$ cat config.mk
export PLATFORM = sky130hd
export DESIGN_NAME = ram_bank_master_flat
export DESIGN_NICKNAME = d
export VERILOG_FILES = /design/src/rtl/ram_bank_master_if.sv /design/src/rtl/ram_bank_master.sv /design/src/flat_wrapper.sv
export SDC_FILE = /design/constraint.sdc
export NUM_CORES = 1
export LEC_CHECK = 0
export ABC_AREA = 1
export CAP_MARGIN = 40
export CORE_MARGIN = 2
export CORE_UTILIZATION = 37
export DETAILED_ROUTE_END_ITERATION = 10
export PLACE_DENSITY = 0.83
export SLEW_MARGIN = 20
export SYNTH_ARGS = -nofsm -noshare
export SYNTH_HDL_FRONTEND = slang
export SYNTH_SLANG_ARGS = --single-unit
$ cat constraint.sdc
create_clock -name clk -period 1.2 [get_ports clk]
set_input_delay 0.24 -clock clk [delete_from_list [all_inputs] [get_ports clk]]
set_output_delay 0.24 -clock clk [all_outputs]
set_load 0.02 [all_outputs]
$ cat src/rtl/ram_bank_master_if.sv
// Host request/response and banked-RAM strobe bundle for ram_bank_master.
// master = the bank master block, slave = host plus RAM side.
interface ram_bank_master_if;
    logic       req_valid;
    logic       req_ready;
    logic       req_we;
    logic [4:0] req_addr;
    logic [3:0] req_wdata;
    logic       rsp_valid;
    logic [3:0] rsp_data;
    logic       ram_cs;
    logic       ram_we;
    logic       ram_oe;
    logic [1:0] ram_bank;
    logic [1:0] ram_row;
    logic [1:0] ram_col;
    logic [3:0] ram_din;
    logic [3:0] ram_dout;
    logic       init_busy;

    modport master (
        input  req_valid, req_we, req_addr, req_wdata, ram_dout,
        output req_ready, rsp_valid, rsp_data,
        output ram_cs, ram_we, ram_oe, ram_bank, ram_row, ram_col,
        output ram_din, init_busy
    );

    modport slave (
        output req_valid, req_we, req_addr, req_wdata, ram_dout,
        input  req_ready, rsp_valid, rsp_data,
        input  ram_cs, ram_we, ram_oe, ram_bank, ram_row, ram_col,
        input  ram_din, init_busy
    );
endinterface

$ cat src/rtl/ram_bank_master.sv
// Single-access master for a two-bank 4x4x4 RAM with registered outputs.
// Optional RAM_INIT_EN: zero-fill sweep of all 32 locations after reset.
module ram_bank_master #(
    parameter int unsigned RD_LAT = 1
) (
    input  logic               clk,
    input  logic               rst,
    ram_bank_master_if.master  bus
);

    typedef enum logic [2:0] {
        IDLE  = 3'd0,
        ISSUE = 3'd1,
        WAIT  = 3'd2,
        RSP   = 3'd3,
        INIT  = 3'd4
    } state_t;

`ifdef RAM_INIT_EN
    localparam state_t RST_STATE = INIT;
`else
    localparam state_t RST_STATE = IDLE;
`endif

    state_t     state;
    state_t     nstate;
    logic       we_q;
    logic [2:0] wcnt;
    logic       hs;

    logic       ready_q;
    logic       rsp_valid_q;
    logic [3:0] rsp_data_q;
    logic       ram_cs_q;
    logic       ram_we_q;
    logic       ram_oe_q;
    logic [1:0] ram_bank_q;
    logic [1:0] ram_row_q;
    logic [1:0] ram_col_q;
    logic [3:0] ram_din_q;

    logic       ram_cs_d;
    logic       ram_we_d;
    logic       ram_oe_d;
    logic [1:0] ram_bank_d;
    logic [1:0] ram_row_d;
    logic [1:0] ram_col_d;
    logic [3:0] ram_din_d;

`ifdef RAM_INIT_EN
    logic [5:0] icnt;
    logic       busy_q;
    logic       init_done;

    assign init_done = (icnt == 6'd32);
`endif

    assign hs = bus.req_valid && ready_q;

    // State and output registers; outputs are computed from the next state
    always_ff @(posedge clk) begin
        if (rst) begin
            state       <= RST_STATE;
            we_q        <= 1'b0;
            wcnt        <= 3'd0;
            ready_q     <= (RST_STATE == IDLE);
            rsp_valid_q <= 1'b0;
            rsp_data_q  <= 4'd0;
            ram_cs_q    <= 1'b0;
            ram_we_q    <= 1'b0;
            ram_oe_q    <= 1'b0;
            ram_bank_q  <= 2'd0;
            ram_row_q   <= 2'd0;
            ram_col_q   <= 2'd0;
            ram_din_q   <= 4'd0;
`ifdef RAM_INIT_EN
            icnt        <= 6'd0;
            busy_q      <= 1'b1;
`endif
        end else begin
            state       <= nstate;
            ready_q     <= (nstate == IDLE);
            rsp_valid_q <= (nstate == RSP);
            ram_cs_q    <= ram_cs_d;
            ram_we_q    <= ram_we_d;
            ram_oe_q    <= ram_oe_d;
            ram_bank_q  <= ram_bank_d;
            ram_row_q   <= ram_row_d;
            ram_col_q   <= ram_col_d;
            ram_din_q   <= ram_din_d;
            if (hs) begin
                we_q <= bus.req_we;
            end
            if (state == ISSUE) begin
                wcnt <= 3'(RD_LAT - 1);
            end else if (state == WAIT && wcnt != 3'd0) begin
                wcnt <= wcnt - 3'd1;
            end
            // RAM dout is valid from the first WAIT cycle onward
            if (state == WAIT && wcnt == 3'd0) begin
                rsp_data_q <= bus.ram_dout;
            end
`ifdef RAM_INIT_EN
            busy_q <= (nstate == INIT);
            if (state == INIT && !init_done) begin
                icnt <= icnt + 6'd1;
            end
`endif
        end
    end

    always_comb begin
        nstate = state;
        unique case (state)
            IDLE:    if (hs) nstate = ISSUE;
            ISSUE:   nstate = we_q ? IDLE : WAIT;
            WAIT:    if (wcnt == 3'd0) nstate = RSP;
            RSP:     nstate = IDLE;
`ifdef RAM_INIT_EN
            INIT:    if (init_done) nstate = IDLE;
`else
            INIT:    nstate = IDLE;
`endif
            default: nstate = IDLE;
        endcase
    end

    // ISSUE is entered only through a handshake, so the request fields
    // are the captured fields for the coming ISSUE cycle.
    always_comb begin
        ram_cs_d   = 1'b0;
        ram_we_d   = 1'b0;
        ram_oe_d   = 1'b0;
        ram_bank_d = 2'd0;
        ram_row_d  = 2'd0;
        ram_col_d  = 2'd0;
        ram_din_d  = 4'd0;
        if (nstate == ISSUE) begin
            ram_cs_d   = 1'b1;
            ram_we_d   = bus.req_we;
            ram_oe_d   = ~bus.req_we;
            ram_bank_d = {1'b0, bus.req_addr[4]};
            ram_row_d  = bus.req_addr[3:2];
            ram_col_d  = bus.req_addr[1:0];
            ram_din_d  = bus.req_wdata;
        end
`ifdef RAM_INIT_EN
        else if (nstate == INIT && !init_done) begin
            ram_cs_d   = 1'b1;
            ram_we_d   = 1'b1;
            ram_bank_d = {1'b0, icnt[4]};
            ram_row_d  = icnt[3:2];
            ram_col_d  = icnt[1:0];
        end
`endif
    end

    assign bus.req_ready = ready_q;
    assign bus.rsp_valid = rsp_valid_q;
    assign bus.rsp_data  = rsp_data_q;
    assign bus.ram_cs    = ram_cs_q;
    assign bus.ram_we    = ram_we_q;
    assign bus.ram_oe    = ram_oe_q;
    assign bus.ram_bank  = ram_bank_q;
    assign bus.ram_row   = ram_row_q;
    assign bus.ram_col   = ram_col_q;
    assign bus.ram_din   = ram_din_q;

`ifdef RAM_INIT_EN
    assign bus.init_busy = busy_q;
`else
    assign bus.init_busy = 1'b0;
`endif

endmodule

$ cat src/flat_wrapper.sv
// flat-port wrapper written by rule: the top's interface ports become plain ports
module ram_bank_master_flat 
#(
    parameter int unsigned RD_LAT = 1
)
  (clk, rst, bus_req_valid, bus_req_we, bus_req_addr, bus_req_wdata, bus_ram_dout, bus_req_ready, bus_rsp_valid, bus_rsp_data, bus_ram_cs, bus_ram_we, bus_ram_oe, bus_ram_bank, bus_ram_row, bus_ram_col, bus_ram_din, bus_init_busy);
  ram_bank_master_if bus_i ();
  input  logic clk;
  input  logic rst;
  input wire logic [$bits(bus_i.req_valid)-1:0] bus_req_valid;
  input wire logic [$bits(bus_i.req_we)-1:0] bus_req_we;
  input wire logic [$bits(bus_i.req_addr)-1:0] bus_req_addr;
  input wire logic [$bits(bus_i.req_wdata)-1:0] bus_req_wdata;
  input wire logic [$bits(bus_i.ram_dout)-1:0] bus_ram_dout;
  output wire logic [$bits(bus_i.req_ready)-1:0] bus_req_ready;
  output wire logic [$bits(bus_i.rsp_valid)-1:0] bus_rsp_valid;
  output wire logic [$bits(bus_i.rsp_data)-1:0] bus_rsp_data;
  output wire logic [$bits(bus_i.ram_cs)-1:0] bus_ram_cs;
  output wire logic [$bits(bus_i.ram_we)-1:0] bus_ram_we;
  output wire logic [$bits(bus_i.ram_oe)-1:0] bus_ram_oe;
  output wire logic [$bits(bus_i.ram_bank)-1:0] bus_ram_bank;
  output wire logic [$bits(bus_i.ram_row)-1:0] bus_ram_row;
  output wire logic [$bits(bus_i.ram_col)-1:0] bus_ram_col;
  output wire logic [$bits(bus_i.ram_din)-1:0] bus_ram_din;
  output wire logic [$bits(bus_i.init_busy)-1:0] bus_init_busy;
  assign bus_i.req_valid = bus_req_valid;
  assign bus_i.req_we = bus_req_we;
  assign bus_i.req_addr = bus_req_addr;
  assign bus_i.req_wdata = bus_req_wdata;
  assign bus_i.ram_dout = bus_ram_dout;
  assign bus_req_ready = bus_i.req_ready;
  assign bus_rsp_valid = bus_i.rsp_valid;
  assign bus_rsp_data = bus_i.rsp_data;
  assign bus_ram_cs = bus_i.ram_cs;
  assign bus_ram_we = bus_i.ram_we;
  assign bus_ram_oe = bus_i.ram_oe;
  assign bus_ram_bank = bus_i.ram_bank;
  assign bus_ram_row = bus_i.ram_row;
  assign bus_ram_col = bus_i.ram_col;
  assign bus_ram_din = bus_i.ram_din;
  assign bus_init_busy = bus_i.init_busy;
  ram_bank_master #(.RD_LAT(RD_LAT)) u_core (.clk(clk), .rst(rst), .bus(bus_i));
endmodule
==> metrics.cfg, run 1 <==
[run_status]
status = finished clean

[power]
total_power_mw = 1.42
ir_drop_uv = 756
p_leak_nw = 0.615
powerDensity_nw_per_um2 = 1020

[sta]
holdWs_ns = 0.435
fmax_ghz = 0.852
finalCritPeriodShare_pct = 97.8
hold_viol_final = 0
setup_viol = 0
skew_ns = 0.00200
report.final.slew_viol_count = 0
period_needed_ns = 1.17
rsz0062_at_grt = true

[detailed_routing]
drc = 0
vias = 780
routedWlPerCell_um = 11.2
final_antenna_net_count = 0
first_pass_iters = 2
totalWireLength_um = 2010
dr.first_iter.drc_count = 4
detail_route.vias_per_cell = 4.33

[clock_tree]
clk_pin_slew_worst_paths_ns = 0.13
clk_latency_ns = 0.32
cts_max_level = 1
cts_sinks = 25
numCtsBuffers = 3
clockBufferDepth = 2
cts_tree = done
cts_root_buf = clkbuf_4

[grt]
grt.overflow.total = 0
grt_max_degree = 15
grtUsageTotal_pct = 15.2
antenna_found_initial = 0
grt_pass1_wl_um = 3040
grt_pass1_vias = 775

[critical_path]
cp-start-kind = flop
slowest_delay_ns = 0.33
path_max_fanout = 5
critical_path_buf_inv_count = 2
critical_path_arrival_ns = 1.45
path_delay_family = adder cells
critPathKind = flop to flop
cp.required_ns = 1.47
cp-end-kind = flop
worst_path_max_delay_cell = dfxtp_1
path_cells = inv_1 -> ha_4 -> ha_4 -> inv_4 -> nand3_4 -> nand2_2 -> nand2_2 -> nor2_2
rrSetupSlack_ns = 0.03

[layout]
syn_to_final_growth_pct = 48.8
antennaDiodeCount = 0
regArea_um2 = 502
final_layout_size_suffix_gt1_share_pct = 37.3
multi_input_area_um2 = 373
mostFrequentLayoutCell = dfxtp_1
n_fill_cell = 237
final_cell_area_um2 = 1390
nets = 170
final_cell_mix = dfxtp_1 (24), inv_1 (20), clkdlybuf4s50_1 (16)

[synth]
syn_inst = 107
synthTopCellsByArea = dfxtp_1 (54%), inv_1 (8.8%), nor2_2 (6.0%)
synth.top_cell.area_share_pct = 53.6
yosys_warnings = 0
yosysUniqueCellTypes = 17
yosysSeqAreaShare_pct = 53.6
ys_ff_latch = 25
synthesis.area_um2 = 933
synth.largest_area_cell = dfxtp_1
avgSynthCellArea_um2 = 8.72

[floorplanning]
die_w_um = 54.2
die_area_um2 = 2940
ioPinCount = 37
core_area_um2 = 2430
start_util_pct = 38.4
die_h_um = 54.2
rows = 18

[placed_design]
place.gp.congestion = 0.784
io_buffers = 34
dpl.hpwl_um = 1490
dpl-instance-area_um2 = 1330

[min_path]
hold_class = primary input to flop

[run]
cap_violations = 0

[cells in the mapped netlist]
cell type	n
nand2_1	13
buf_6	1
nand4_1	6
buf_2	2
a21oi_1	8
nand3_1	4
inv_2	1
nor2_2	9
nand3_4	1
conb_1	1
inv_1	22
dfxtp_1	25
buf_4	2
ha_1	2
nor2_1	6
nor2_4	3
o21ai_0	1
[worst min-delay path, stage by stage]
cell             delay (ns)
clkdlybuf4s50_1        0.39
inv_1                  0.06
nor2_2                 0.03
[registers in the layout, summed over array words and instances, names as in the netlist, 2 cells and up]
| register | flops |
|---|---|
| u_core.bus.ram_col | 2 |
| u_core.bus.ram_din | 4 |
| u_core.bus.ram_row | 2 |
| u_core.bus.rsp_data | 4 |
| u_core.state | 3 |
| u_core.wcnt | 3 |
[final timing paths]
check / start / end / depth (start not counted)
setup / recovery: u_core.wcnt[1]$_SDFFE_PP0P_ / u_core.wcnt[2]$_SDFFE_PP0P_ / 8
hold / removal: bus_req_wdata[3] / u_core.bus.ram_din[3]$_SDFF_PP0_ / 3
setup reg to reg: u_core.wcnt[1]$_SDFFE_PP0P_ / u_core.wcnt[2]$_SDFFE_PP0P_ / 8
hold reg to reg: u_core.we_q$_SDFFE_PP0P_ / u_core.we_q$_SDFFE_PP0P_ / 2
[power breakdown]
part | total, mW | leakage (nW) | switching, mW | internal, mW
clock | 0.368 | 0.0177 | 0.243 | 0.125
combinational | 0.190 | 0.394 | 0.0944 | 0.0953
sequential | 0.861 | 0.204 | 0.00949 | 0.852
[stage by stage]
step	cells	worst slack, ns	util, %	TNS, ns
6_report	180	0.0263	57.1	0
5_1_grt	180	-0.0525	57.1	-0.0780
3_3_place_gp	173	-0.132	54.6	-1.46
2_1_floorplan	109	0.0321	-	0
4_1_cts	177	-0.000206	56.9	-0.000206
3_5_place_dp	173	-0.145	54.6	-1.72
[area by class of cell]
class | instances | area share (%)
clock buffer | 3 | 1.62
inverter | 23 | 6.40
tap | 30 | 2.70
clock inverter | 1 | 0.360
multi-input combinational | 56 | 26.8
sequential | 25 | 36.1
timing repair buffer | 42 | 25.9
[layer usage]
metal	part of all wire, %	global-route usage [%]	vias up
met5	0	0	-
met1	36	13.8	342
met2	51	25.9	27
met3	9.9	7.10	5
met4	2.4	11.7	0
li1	-	-	406
[repair_timing]
| item | in CTS | in global routing |
|---|---|---|
| pin swaps | 4 | 9 |
| setup endpoints to repair | 26 | 27 |
| resized for setup | 63 | 17 |
| hold buffers | 0 | 0 |
| buffers inserted | 0 | 3 |
[cells by family (layout without fill, tap and decap cells)]
logic type                 after synthesis  in the layout  share of synthesized area (%)
AOI/OAI and AO/OA                        9              9                           4.83
adders and majority gates                2              2                           2.68
buffers and inverters                   28             69                           13.1
DFF                                     25             25                           53.6
other                                    1              3                          0.402
and+or+nand+nor                         42             42                           25.3
(Power assumes the default switching activity.)
==> run 2, diff against run 1 <==
--- a/config.mk
+++ b/config.mk
@@ -11,2 +11,3 @@
 export CORE_UTILIZATION = 37
+export CTS_CLUSTER_DIAMETER = 80
 export DETAILED_ROUTE_END_ITERATION = 10
--- a/constraint.sdc
+++ b/constraint.sdc
@@ -3,2 +3,2 @@
 set_output_delay 0.24 -clock clk [all_outputs]
-set_load 0.02 [all_outputs]
+set_load 0.005 [all_outputs]
==> run 2 against run 1 <==
Against the previous run: via count is 0.38% higher; design area is 3.2% higher; core utilization is 1.8 points higher; hold slack worse by 0.0079 ns.
==> metrics.cfg, run 2 (synthesized netlist as in run 1, its figures left out) <==
[run_status]
status = finished clean

[min_path]
hold_class = primary input to flop
min_from = bus_req_wdata[3]
min_path_cells = 3  ; unchanged
whs_endpoint = u_core.bus.ram_din[3]$_SDFF_PP0_

[power]
powerDensity_nw_per_um2 = 979  ; -4.2%
power.net_switching_uw = 328  ; -5.5%
switching_share_pct = 23.4  ; -1.1 points
pwr-share-clk_pct = 26.4  ; +0.5 points
combPwrFrac_pct = 12.1  ; -1.3 points
intPower_mw = 1.07  ; +0.21%
p_leak_nw = 0.639  ; +3.8%
seqPwrFrac_pct = 61.5  ; +0.8 points
total_power_mw = 1.40  ; -1.2%
ir_drop_uv = 713  ; -5.8%

[grt]
grt_pass1_vias = 768  ; -0.90%
antenna_found_initial = 0  ; unchanged
grt_pass1_wl_um = 3010  ; -0.92%
grtUsageTotal_pct = 15.1  ; -0.11 points
grt_max_degree = 15  ; unchanged
grt.overflow.total = 0  ; unchanged

[placed_design]
io_buffers = 34  ; unchanged
dpl-instance-area_um2 = 1330  ; unchanged
dpl.cell_count = 173  ; unchanged
place.gp.congestion = 0.784  ; unchanged
dpl.hpwl_um = 1490  ; unchanged
post-place-ws_ns = -0.145  ; unchanged

[critical_path]
r2r_start = u_core.wcnt[0]$_SDFFE_PP0P_
path_max_fanout = 5  ; unchanged
cp.required_ns = 1.47  ; about the same
worst-r2r-cell-count = 8  ; unchanged
cp-start-kind = flop
critPathKind = flop to flop
cp-end-kind = flop
r2r_end = u_core.wcnt[2]$_SDFFE_PP0P_
rrSetupSlack_ns = 0.04  ; about the same
critical_path_arrival_ns = 1.43  ; -0.02 ns

[detailed_routing]
drc = 0  ; unchanged
final_antenna_net_count = 0  ; unchanged
detail_route.vias_per_cell = 4.37  ; +0.95%
routedWlPerCell_um = 10.9  ; -1.9%
dr.first_iter.drc_count = 5  ; +1
totalWireLength_um = 1960  ; -2.4%
vias = 783  ; +0.38%
first_pass_iters = 4  ; +2

[sta]
skew_ns = 0.00108  ; -0.000925 ns
finalCritPeriodShare_pct = 96.6  ; -1.2 points
rsz0062_at_grt = true
fmax_ghz = 0.862  ; +1.2%
period_needed_ns = 1.16  ; -0.0142 ns
setup_viol = 0  ; unchanged
hold_viol_final = 0  ; unchanged
setup_ws_ns = 0.0405  ; +0.0142 ns
report.final.slew_viol_count = 0  ; unchanged

[clock_tree]
cts_max_level = 1  ; unchanged
hold_buffers = 0  ; unchanged
clockBufferDepth = 2  ; unchanged
clk_latency_ns = 0.32  ; about the same
cts_tree = done
clk_pin_slew_worst_paths_ns = 0.13  ; about the same
numCtsBuffers = 3  ; unchanged
cts_sinks = 25  ; unchanged
cts_root_buf = clkbuf_4

[floorplanning]
die_w_um = 54.2  ; unchanged
rows = 18  ; unchanged
start_util_pct = 38.4  ; unchanged
ioPinCount = 37  ; unchanged
core_area_um2 = 2430  ; unchanged
die_area_um2 = 2940  ; unchanged
die_h_um = 54.2  ; unchanged

[layout]
final_cell_mix = inv_1 (19), dfxtp_1 (17), clkdlybuf4s50_1 (16)
final_cell_area_um2 = 1430  ; +3.2%
nets = 169  ; -0.59%
final_layout_size_suffix_gt1_share_pct = 30.9  ; -6.5 points
mostFrequentLayoutCell = inv_1
antennaDiodeCount = 0  ; unchanged
syn_to_final_growth_pct = 53.5
layout.cells.non_filler = 179  ; -0.56%

[run]
cap_violations = 0  ; unchanged

run 2: changes by cell type in the layout (fill, tap and decap cells not counted), sizes merged:
cell / delta
clkdlybuf4s15: +2
dlygate4sd2: +10
buf: -13
run 2: per-layer routing:
layer | vias to the layer above | share of wire, % | GRT usage [%]
met3 | 5 | 11 | 6.83
met4 | 0 | 2.5 | 11.7
met5 | - | 0 | 0
li1 | 404 | - | -
met1 | 345 | 36 | 13.5
met2 | 29 | 50 | 26.1
run 2: final cells by class:
class / count / area, um^2
timing repair buffer: 41 / 393
multi-input combinational: 56 / 375
clock buffer: 3 / 22.5
inverter: 23 / 88.8
sequential: 25 / 510
clock inverter: 1 / 5.00
fill: 233 / 1000
tap: 30 / 37.5
run 2: per-stage QoR:
step / hold slack, ns / setup TNS (ns) / util (%)
2_1_floorplan: 0.305 / 0 / -
3_3_place_gp: 0.443 / -1.46 / 54.6
3_5_place_dp: 0.453 / -1.72 / 54.6
4_1_cts: 0.412 / 0 / 56.7
5_1_grt: 0.416 / -0.0638 / 58.9
6_report: 0.427 / 0 / 58.9
run 2: what timing repair did:
action | CTS | global route
cloned | 0 | 0
pin swaps | 6 | 5
endpoints found under the setup margin | 26 | 26
gates resized for setup | 35 | 14
buffers inserted | 0 | 2
run 2: worst max-delay path, cell delays in order, from the launching register on:
cell,delay [ns]
dfxtp_2,0.35
inv_2,0.05
ha_4,0.16
ha_4,0.17
inv_4,0.06
nand3_4,0.09
nand2_2,0.09
nand2_2,0.06
nor2_2,0.08
run 2: how the worst max path moves through the flow:
| stage | depth (start not counted) | to | startpoint |
|---|---|---|---|
| 2_1_floorplan | 7 | u_core.wcnt[1]$_SDFFE_PP0P_ | u_core.wcnt[0]$_SDFFE_PP0P_ |
| 3_3_place_gp | 7 | u_core.bus.ram_col[0]$_SDFF_PP0_ | bus_req_valid |
| 3_5_place_dp | 7 | u_core.bus.ram_col[0]$_SDFF_PP0_ | bus_req_valid |
| 4_1_cts | 1 | bus_rsp_data[0] | u_core.bus.rsp_data[0]$_SDFFE_PP0P_ |
| 5_1_grt | 8 | u_core.wcnt[2]$_SDFFE_PP0P_ | u_core.wcnt[0]$_SDFFE_PP0P_ |
| 6_report | 8 | u_core.wcnt[2]$_SDFFE_PP0P_ | u_core.wcnt[0]$_SDFFE_PP0P_ |
run 2: power groups by stage:
stage	combinational, mW	sequential, mW	clock (mW)
2_1_floorplan	0.0709	0.881	0
3_3_place_gp	0.163	0.880	0
3_5_place_dp	0.168	0.881	0
4_1_cts	0.161	0.862	0.398
5_1_grt	0.184	0.865	0.433
6_report	0.170	0.862	0.370
